$ cat src/rtl/pixel_pkg.sv
// Shared pixel-sink constants, the pixel word carried through the queue, and output FSM states.
package pixel_pkg;
    localparam int SCREEN_W_DEF = 160;
    localparam int SCREEN_H_DEF = 120;
    localparam int X_W          = 8;
    localparam int Y_W          = 7;
    localparam int COL_W        = 3;

    typedef struct packed {
        logic [X_W-1:0]   x;
        logic [Y_W-1:0]   y;
        logic [COL_W-1:0] colour;
    } pixel_t;

    typedef enum logic {
        ST_IDLE = 1'b0,
        ST_PLOT = 1'b1
    } plot_state_t;
endpackage

$ cat src/rtl/pixel_fifo.sv
// Synchronous pixel FIFO with a registered occupancy count.
// Latency: the head is visible the cycle after the push. Pushes while full and pops while empty are ignored.
// Backpressure: full is derived from the registered count only.
module pixel_fifo
    import pixel_pkg::*;
#(
    parameter int DEPTH = 4
) (
    input  logic                     clk,
    input  logic                     resetn,
    input  logic                     push,
    input  pixel_t                   push_dat,
    input  logic                     pop,
    output pixel_t                   pop_dat,
    output logic                     full,
    output logic                     empty,
    output logic [$clog2(DEPTH):0]   count
);
    localparam int AW = $clog2(DEPTH);
    localparam logic [AW:0] FULL_CNT = (AW+1)'(DEPTH);

    pixel_t        r_mem [DEPTH];
    logic [AW-1:0] r_wr_ptr;
    logic [AW-1:0] r_rd_ptr;
    logic [AW:0]   r_count;
    logic          w_push_ok;
    logic          w_pop_ok;

    assign full      = (r_count == FULL_CNT);
    assign empty     = (r_count == '0);
    assign count     = r_count;
    assign pop_dat   = r_mem[r_rd_ptr];
    assign w_push_ok = push && !full;
    assign w_pop_ok  = pop && !empty;

    always_ff @(posedge clk) begin
        if (w_push_ok) r_mem[r_wr_ptr] <= push_dat;
    end

    // Pointers wrap naturally because DEPTH is a power of two.
    always_ff @(posedge clk or negedge resetn) begin
        if (!resetn) begin
            r_wr_ptr <= '0;
            r_rd_ptr <= '0;
            r_count  <= '0;
        end else begin
            if (w_push_ok) r_wr_ptr <= r_wr_ptr + 1'b1;
            if (w_pop_ok)  r_rd_ptr <= r_rd_ptr + 1'b1;
            case ({w_push_ok, w_pop_ok})
                2'b10:   r_count <= r_count + 1'b1;
                2'b01:   r_count <= r_count - 1'b1;
                default: r_count <= r_count;
            endcase
        end
    end
endmodule

$ cat src/rtl/pixel_plot_sink.sv
// Two-source pixel sink: arbitrate, clip/colour-key, queue, and strobe pixels into a framebuffer.
// Latency: accept at edge E -> fb_plot high after edge E+1. Ready is low when the queue is full; fb_busy stalls the pop.
// Optional PIXEL_SINK_STATS_EN adds drop_count and plot_count outputs.
module pixel_plot_sink
    import pixel_pkg::*;
#(
    parameter int             FIFO_DEPTH = 4,
    parameter int             SCREEN_W   = SCREEN_W_DEF,
    parameter int             SCREEN_H   = SCREEN_H_DEF,
    parameter logic [COL_W-1:0] KEY_COLOUR = 3'b000,
    parameter int             USE_KEY    = 1
) (
    input  logic             clk,
    input  logic             resetn,
    input  logic             src0_valid,
    input  logic [X_W-1:0]   src0_x,
    input  logic [Y_W-1:0]   src0_y,
    input  logic [COL_W-1:0] src0_colour,
    output logic             src0_ready,
    input  logic             src1_valid,
    input  logic [X_W-1:0]   src1_x,
    input  logic [Y_W-1:0]   src1_y,
    input  logic [COL_W-1:0] src1_colour,
    output logic             src1_ready,
    output logic [X_W-1:0]   fb_x,
    output logic [Y_W-1:0]   fb_y,
    output logic [COL_W-1:0] fb_colour,
    output logic             fb_plot,
    input  logic             fb_busy,
`ifdef PIXEL_SINK_STATS_EN
    output logic [15:0]      drop_count,
    output logic [15:0]      plot_count,
`endif
    output logic             idle
);
    localparam logic [X_W:0] W_LIM = (X_W+1)'(SCREEN_W);
    localparam logic [Y_W:0] H_LIM = (Y_W+1)'(SCREEN_H);

    logic        r_run;
    logic        r_ptr;
    plot_state_t r_state;
    logic        r_plot;
    pixel_t      r_fb;
    logic        w_gnt0, w_gnt1, w_accept, w_drop, w_push, w_pop;
    logic        w_full, w_empty;
    pixel_t      w_sel, w_head;
    logic [$clog2(FIFO_DEPTH):0] w_count;

    // A lone valid source wins outright; the pointer only breaks ties.
    assign w_gnt0   = src0_valid && (!src1_valid || !r_ptr);
    assign w_gnt1   = src1_valid && (!src0_valid ||  r_ptr);
    assign src0_ready = r_run && !w_full && w_gnt0;
    assign src1_ready = r_run && !w_full && w_gnt1;
    assign w_accept = src0_ready || src1_ready;
    assign w_sel    = src1_ready ? pixel_t'{src1_x, src1_y, src1_colour}
                                 : pixel_t'{src0_x, src0_y, src0_colour};
    assign w_drop   = ({1'b0, w_sel.x} >= W_LIM) || ({1'b0, w_sel.y} >= H_LIM) ||
                      ((USE_KEY != 0) && (w_sel.colour == KEY_COLOUR));
    assign w_push   = w_accept && !w_drop;
    assign w_pop    = !w_empty && !fb_busy;

    pixel_fifo #(.DEPTH(FIFO_DEPTH)) u_fifo (
        .clk      (clk),
        .resetn   (resetn),
        .push     (w_push),
        .push_dat (w_sel),
        .pop      (w_pop),
        .pop_dat  (w_head),
        .full     (w_full),
        .empty    (w_empty),
        .count    (w_count)
    );

    always_ff @(posedge clk or negedge resetn) begin
        if (!resetn) begin
            r_run <= 1'b0;
            r_ptr <= 1'b0;
        end else begin
            r_run <= 1'b1;
            if (w_accept && src0_valid && src1_valid) r_ptr <= ~r_ptr;
        end
    end

    always_ff @(posedge clk or negedge resetn) begin
        if (!resetn) begin
            r_state <= ST_IDLE;
            r_plot  <= 1'b0;
            r_fb    <= '0;
        end else if (w_pop) begin
            r_state <= ST_PLOT;
            r_plot  <= 1'b1;
            r_fb    <= w_head;
        end else begin
            r_state <= ST_IDLE;
            r_plot  <= 1'b0;
        end
    end

    assign fb_plot   = r_plot;
    assign fb_x      = r_fb.x;
    assign fb_y      = r_fb.y;
    assign fb_colour = r_fb.colour;
    assign idle      = w_empty && (r_state == ST_IDLE);

`ifdef PIXEL_SINK_STATS_EN
    logic [15:0] r_drop_cnt;
    logic [15:0] r_plot_cnt;

    always_ff @(posedge clk or negedge resetn) begin
        if (!resetn) begin
            r_drop_cnt <= '0;
            r_plot_cnt <= '0;
        end else begin
            if (w_accept && w_drop && (r_drop_cnt != 16'hFFFF)) r_drop_cnt <= r_drop_cnt + 1'b1;
            if (w_pop) r_plot_cnt <= r_plot_cnt + 1'b1;
        end
    end

    assign drop_count = r_drop_cnt;
    assign plot_count = r_plot_cnt;
`endif
endmodule

$ cat config.mk
export PLATFORM = sky130hd
export DESIGN_NAME = pixel_plot_sink
export DESIGN_NICKNAME = d
export VERILOG_FILES = /design/src/rtl/pixel_pkg.sv /design/src/rtl/pixel_fifo.sv /design/src/rtl/pixel_plot_sink.sv
export SDC_FILE = /design/constraint.sdc
export NUM_CORES = 1
export LEC_CHECK = 0
export BUFFER_PORTS_ARGS = -buffer_cell sky130_fd_sc_hd__buf_2
export CAP_MARGIN = 20
export CORE_ASPECT_RATIO = 0.75
export CORE_UTILIZATION = 35
export DETAILED_ROUTE_END_ITERATION = 10
export HOLD_SLACK_MARGIN = 0.05
export RECOVER_POWER = 100
export SYNTH_ARGS = -nofsm -noshare
export SYNTH_HDL_FRONTEND = slang
export SYNTH_SLANG_ARGS = --single-unit
$ cat constraint.sdc
create_clock -name clk -period 3.7 [get_ports clk]
set_input_delay 0.925 -clock clk [delete_from_list [all_inputs] [get_ports clk]]
set_output_delay 0.925 -clock clk [all_outputs]
set_load 0.02 [all_outputs]
==> flow_metrics.tcl, run 1 <==
set metrics [dict create \
    relSlewSlack_pct -18.7 \
    switching_share_pct 30.0 \
    final_core_util_pct 43.3 \
    coreArea_sq_um 11200 \
    maxCapViolCount 1 \
    finalWorstSetupSlack_ns 0.738 \
    skew_ns 0.00464 \
    postRouteAntennaNets 0 \
    cts_tree "done" \
    htreeDepth 3 \
    dieHeight_microns 96.2 \
    synth_cell_types 32 \
    wl_per_cell_microns 17.4 \
    root_buffer "clkbuf_16" \
    status "finished, violations left" \
    crit_type "input pin to register" \
    drt-initial-drc-count 142 \
    maxSlewViolCount 29 \
    p_int_mw 2.51 \
    grt_pass1_wl_microns 11900 \
    hold_buffers 0 \
    clockBufferDepth 2 \
    synth_area_per_cell_sq_um 19.3 \
    violations "max-capacitance violations, max-slew violations" \
    io_pins 63 \
    globalplace.congestion 0.775 \
    die_x_microns 128 \
    via_per_inst 4.74 \
    yosys.area.top_type "edfxtp_1" \
    synth-edff-count 72 \
    grt_setup_unrepaired "false" \
    p_leak_nw 1.77 \
    tightest_slew_ns 1.78 \
    cp.arrival_ns 2.92 \
    pre_cts_ws_ns 0.886 \
    antenna_found_initial 0 \
    finalSetupViolCount 0 \
    endpoint_kind "register" \
    cp_max_fo 18 \
    numCtsBuffers 9 \
    synthArstFlopShare_pct 28.0 \
    netlist_top_cells_count "edfxtp_1, dfrtp_1, mux2_2" \
    ys_ff_latch 100 \
    clkTransAtPathRegs_ns 0.06 \
    cts.sink_count 100 \
    syn2layout_area_growth_pct 17.6 \
    gr-total-overflow 0 \
    cts_setup_buffers 0 \
    fin_crit_ns 2.96 \
    synthTopCellsByArea "edfxtp_1, dfrtp_1, mux4_2, mux2_2, mux2_4" \
    p_seq_share_pct 45.8 \
    powerDensity_nw_per_um2 737 \
    vias 2124 \
    synth-seq-area-share_pct 69.2 \
    synth.top_cell.area_share_pct 52.3 \
    synth_most_common_cell "edfxtp_1" \
    setup_tns_ns 0 \
    hold_slack_ns 0.503 \
    grt_usage_pct 13.9 \
    drt-pass1-iter-count 4 \
    fmax_mhz 338 \
    ir_drop_mv 0.253 \
    fin_nets 333 \
    synth_ff_type "edfxtp_1" \
    synth-warning-count 0 \
    required_ns 3.66 \
    portBuffers 62 \
    grt_max_degree 29 \
    post_cts_resize_count 0 \
    drive_above_1_share_pct 34.4 \
    start_kind "input pin" \
    antenna_cells 0 \
    syn_nets 261 \
    drc_errors 0 \
    finalCritPeriodShare_pct 80.0 \
    grt_pass1_vias 2125 \
    netSwitchingPower_mw 1.08 \
    hold_viol_final 0 \
    start_util_pct 36.8 \
    clkLatencyLatePin_ns 0.34 \
    wl_microns 7810 \
    dp_hpwl_microns 5110 \
    die_area_sq_um 12300 \
    min_path_type "register to register" \
    clkPwrFrac_pct 27.6 \
    fp-row-count 33 \
    postSynthCellCount 214 \
    power_frac_comb_pct 26.7 \
    netlist_area_sq_um 4140 \
]
## state kept, by name, indices dropped and copies added (netlist names)
signal,cells
r_run,1
fb_y,7
r_ptr,1
u_fifo.r_wr_ptr,2
fb_colour,3
u_fifo.count,3
u_fifo.r_rd_ptr,2
fb_plot,1
fb_x,8
u_fifo.r_mem,72
## layout by cell type, fill, tap and decap left out, types with 2 or more instances in the layout
cell type,count
mux2_2,18
ha_1,5
nand4_1,2
buf_4,4
mux2_1,19
clkinv_2,2
nor2_1,3
buf_2,38
clkbuf_1,28
nand2_1,2
inv_1,11
mux4_2,18
xnor2_1,4
nand3_1,3
dfrtp_1,28
xor2_1,3
nor2_2,3
clkbuf_16,9
edfxtp_1,72
bufinv_16,2
o31ai_1,2
## cell families (layout without fill, tap and decap cells)
kind of cell             count (synthesis)  after routing  synth area share, %
other                                    1              1               0.0907
XOR/XNOR                                 7              7                 1.48
flip-flops                             100            100                 69.2
AO/OA/AOI/OAI                            7              7                 1.54
AND/OR/NAND/NOR                         17             17                 2.18
buffers and inverters                   20             97                 2.57
multiplexers                            56             56                 20.9
adder cells (fa/ha/maj)                  6              6                 2.00
## power groups by stage
stage	Clock, mW	Sequential (mW)	Combinational (mW)
after global placement	0	1.66	1.03
after floorplan	0	1.70	0.689
after detailed placement	0	1.67	1.04
after CTS	1.02	1.65	1.04
after global routing	1.06	1.67	1.04
final	0.988	1.64	0.956
## path summary, 6_finish.rpt
check,startpoint,endpoint,slack (ns),cells after the start
worst max-delay path,src0_x[6],u_fifo.r_mem[1][10]$_DFFE_PP_,0.74,7
worst min-delay path,fb_y[2]$_DFFE_PN0P_,fb_y[2]$_DFFE_PN0P_,0.50,1
worst max register to register,u_fifo.count[1]$_DFFE_PN0P_,u_fifo.r_mem[1][10]$_DFFE_PP_,0.96,5
worst min register to register,fb_y[2]$_DFFE_PN0P_,fb_y[2]$_DFFE_PN0P_,0.50,1
max in group asynchronous,resetn,fb_x[6]$_DFFE_PN0P_,1.62,1
min in group asynchronous,resetn,fb_x[2]$_DFFE_PN0P_,1.05,1
## area by class of cell
class                   count  area, sq um
inverters                  12         45.0
multi-input cells          94         1120
clock buffers              10          229
clock inverters             6         87.6
well taps                 157          196
flip-flops and latches    100         2860
repair buffers             69          322
fillers                  1041         6370
## layer usage
metal / vias up / global-route usage, % / share of wire [%]
li1: 968 / - / -
met3: 2 / 5.11 / 4.7
met1: 1096 / 18.1 / 48
met4: 0 / 3.87 / 0.24
met5: - / 0 / 0
met2: 58 / 22.0 / 47
## critical path: stages
cell and delay (ns):
buf_2 0.10, o21ai_0 0.18, nand3_1 0.17, o22ai_1 0.22, nand3_1 0.31, nor2_2 0.16
clkbuf_1 0.85
## per-stage QoR
stage	area [sq um]	total power [mW]	std cells
3_3_place_gp	4650	2.69	432
6_report	4860	3.58	448
2_1_floorplan	4140	2.39	214
4_1_cts	4960	3.71	448
3_5_place_dp	4650	2.71	432
5_1_grt	4860	3.77	448
(Power assumes the default switching activity.)
==> run 2: changes to the inputs <==
clock period = 2.75 ns   (was 3.7 ns; I/O delays follow)
==> run 2 against run 1 <==
Effect of this change:
- register-to-register slack lost 0.36 ns
- critical endpoint is now src1_ready
- worst setup slack worse by 0.25 ns
- clock skew rose by 0.0042 ns
- critical path depth fell by 3
- clock-buffer cell count shrank 1
- sequential share of layout area down 0.89 points
- the run still ends with max-capacitance violations, max-slew violations left
- routed wire length is 0.51% lower
- die area stayed put
- first-iteration DRC count down 13%
==> flow_metrics.tcl, run 2 (same netlist as run 1, synthesis figures left out) <==
set metrics [dict create \
    root_buffer "clkbuf_16" \
    antenna_cells 0 \
    cp.arrival_ns 1.57 \
    grt_setup_unrepaired "false" \
    cpPeakStageDelay_ns 0.46 \
    grt_usage_pct 14.2 \
    htreeDepth 3 \
    path_delay_family "flip-flops" \
    globalplace.congestion 0.753 \
    path_buf_inv 2 \
    fmax_mhz 443 \
    fp-row-count 33 \
    maxSlewViolCount 29 \
    skew_ns 0.00882 \
    finalPower_mw 4.97 \
    io_pins 63 \
    maxCapViolCount 1 \
    r2r-end "u_fifo.r_mem[1][17]$_DFFE_PP_" \
    drc_errors 0 \
    cp_max_fo 4 \
    reg2reg_from "u_fifo.count[1]$_DFFE_PN0P_" \
    post_cts_resize_count 0 \
    fin_cells 456 \
    required_ns 2.06 \
    status "finished, violations left" \
    powerDensity_nw_per_um2 1010 \
    antenna_found_initial 0 \
    syn2layout_area_growth_pct 19.4 \
    endpoint_kind "output pin" \
    crit_cells 4 \
    via_per_inst 4.65 \
    start_kind "register" \
    setup_tns_ns 0 \
    finalCritPeriodShare_pct 82.1 \
    cts_tree "done" \
    clkTransAtPathRegs_ns 0.06 \
    fin_nets 341 \
    fin_crit_ns 2.26 \
    final_cell_mix "edfxtp_1, buf_2, clkbuf_1, dfrtp_1, mux2_1" \
    p_leak_nw 1.80 \
    vias 2120 \
    crit_slowest_cell "dfrtp_1" \
    gr-total-overflow 0 \
    drt-initial-drc-count 124 \
    layout_commonest_cell "edfxtp_1" \
    grt_max_degree 29 \
    r2r_slack_ns 0.60 \
    cts.sink_count 100 \
    dieHeight_microns 96.2 \
    die_area_sq_um 12300 \
    drive_above_1_share_pct 34.4 \
    numCtsBuffers 9 \
    largest_reg_flops 72 \
    min_path_type "register to register" \
    cp-endpoint "src1_ready" \
    reg2reg_depth 5 \
    clockBufferDepth 2 \
    die_x_microns 128 \
    relSlewSlack_pct -19.9 \
    clkLatencyLatePin_ns 0.34 \
    path_cells "a31oi_4 > nand2b_1 > inv_1 > clkbuf_1" \
    finalSetupViolCount 0 \
    crit_type "register to output pin" \
    critPathLaunch "u_fifo.count[2]$_DFFE_PN0P_" \
    wl_per_cell_microns 17.0 \
    portBuffers 62 \
    drt-pass1-iter-count 4 \
    dp_hpwl_microns 5220 \
    postRouteAntennaNets 0 \
    tightest_slew_ns 1.80 \
    ir_drop_mv 0.394 \
    grt_pass1_wl_microns 12300 \
    fillers 1045 \
    start_util_pct 36.8 \
    coreArea_sq_um 11200 \
    hold_viol_final 0 \
    top_register "u_fifo.r_mem" \
    wl_microns 7770 \
    cts_setup_buffers 0 \
    hold_slack_ns 0.506 \
    grt_pass1_vias 2196 \
    finalWorstSetupSlack_ns 0.492 \
    hold_buffers 0 \
    dp.cells 440 \
    pre_cts_ws_ns 0.377 \
    violations "max-capacitance violations, max-slew violations" \
]
-- run 2: cell types whose count changed in the layout (fill, tap and decap cells not counted) --
cell and change:
clkinvlp_4 +2, nand2b_2 -1, nand3_2 +1, nor2_2 -2
a31oi_1 -1, clkbuf_1 +4, nor2_1 +2, buf_4 -1
clkbuf_2 +4, bufinv_16 +1, nand2b_1 +1, clkinv_2 -2
a31oi_4 +1, nand3_1 -1
-- run 2: how the worst min path moves through the flow --
stage	from	end	slack (ns)	cells past startpoint
4_1_cts	resetn	fb_colour[1]$_DFFE_PN0P_	0.44	1
5_1_grt	fb_y[1]$_DFFE_PN0P_	fb_y[1]$_DFFE_PN0P_	0.52	1
3_3_place_gp	fb_y[1]$_DFFE_PN0P_	fb_y[1]$_DFFE_PN0P_	0.48	1
2_1_floorplan	resetn	fb_colour[0]$_DFFE_PN0P_	0.39	0
3_5_place_dp	fb_x[1]$_DFFE_PN0P_	fb_x[1]$_DFFE_PN0P_	0.49	1
6_report	fb_y[1]$_DFFE_PN0P_	fb_y[1]$_DFFE_PN0P_	0.51	1
-- run 2: power by group --
group	switching (mW)	leakage, nW	internal, mW	total [mW]
Clock	0.553	0.162	0.894	1.45
Sequential	0.179	0.979	1.95	2.13
Combinational	0.750	0.657	0.641	1.39
-- run 2: layer usage --
layer / vias up / part of all wire (%) / global-route usage [%]
li1: 986 / - / -
met1: 1057 / 47 / 18.3
met2: 66 / 46 / 22.7
met3: 11 / 5.9 / 4.56
met4: 0 / 1.3 / 5.36
met5: - / 0 / 0
-- run 2: cell type report --
cell class | instances | area (sq um) | share of cell area, %
Clock buffer | 9 | 225 | 4.56
Clock inverter | 7 | 123 | 2.48
Inverter | 12 | 45.0 | 0.912
Multi-Input combinational cell | 94 | 1130 | 23.0
Sequential cell | 100 | 2860 | 58.0
Tap cell | 157 | 196 | 3.98
Timing Repair Buffer | 77 | 353 | 7.14
-- run 2: stage by stage --
stage,utilization (%),cell area (sq um)
2_1_floorplan,-,4140
3_3_place_gp,41.9,4710
3_5_place_dp,41.9,4710
4_1_cts,45.0,5050
5_1_grt,44.0,4940
6_report,44.0,4940
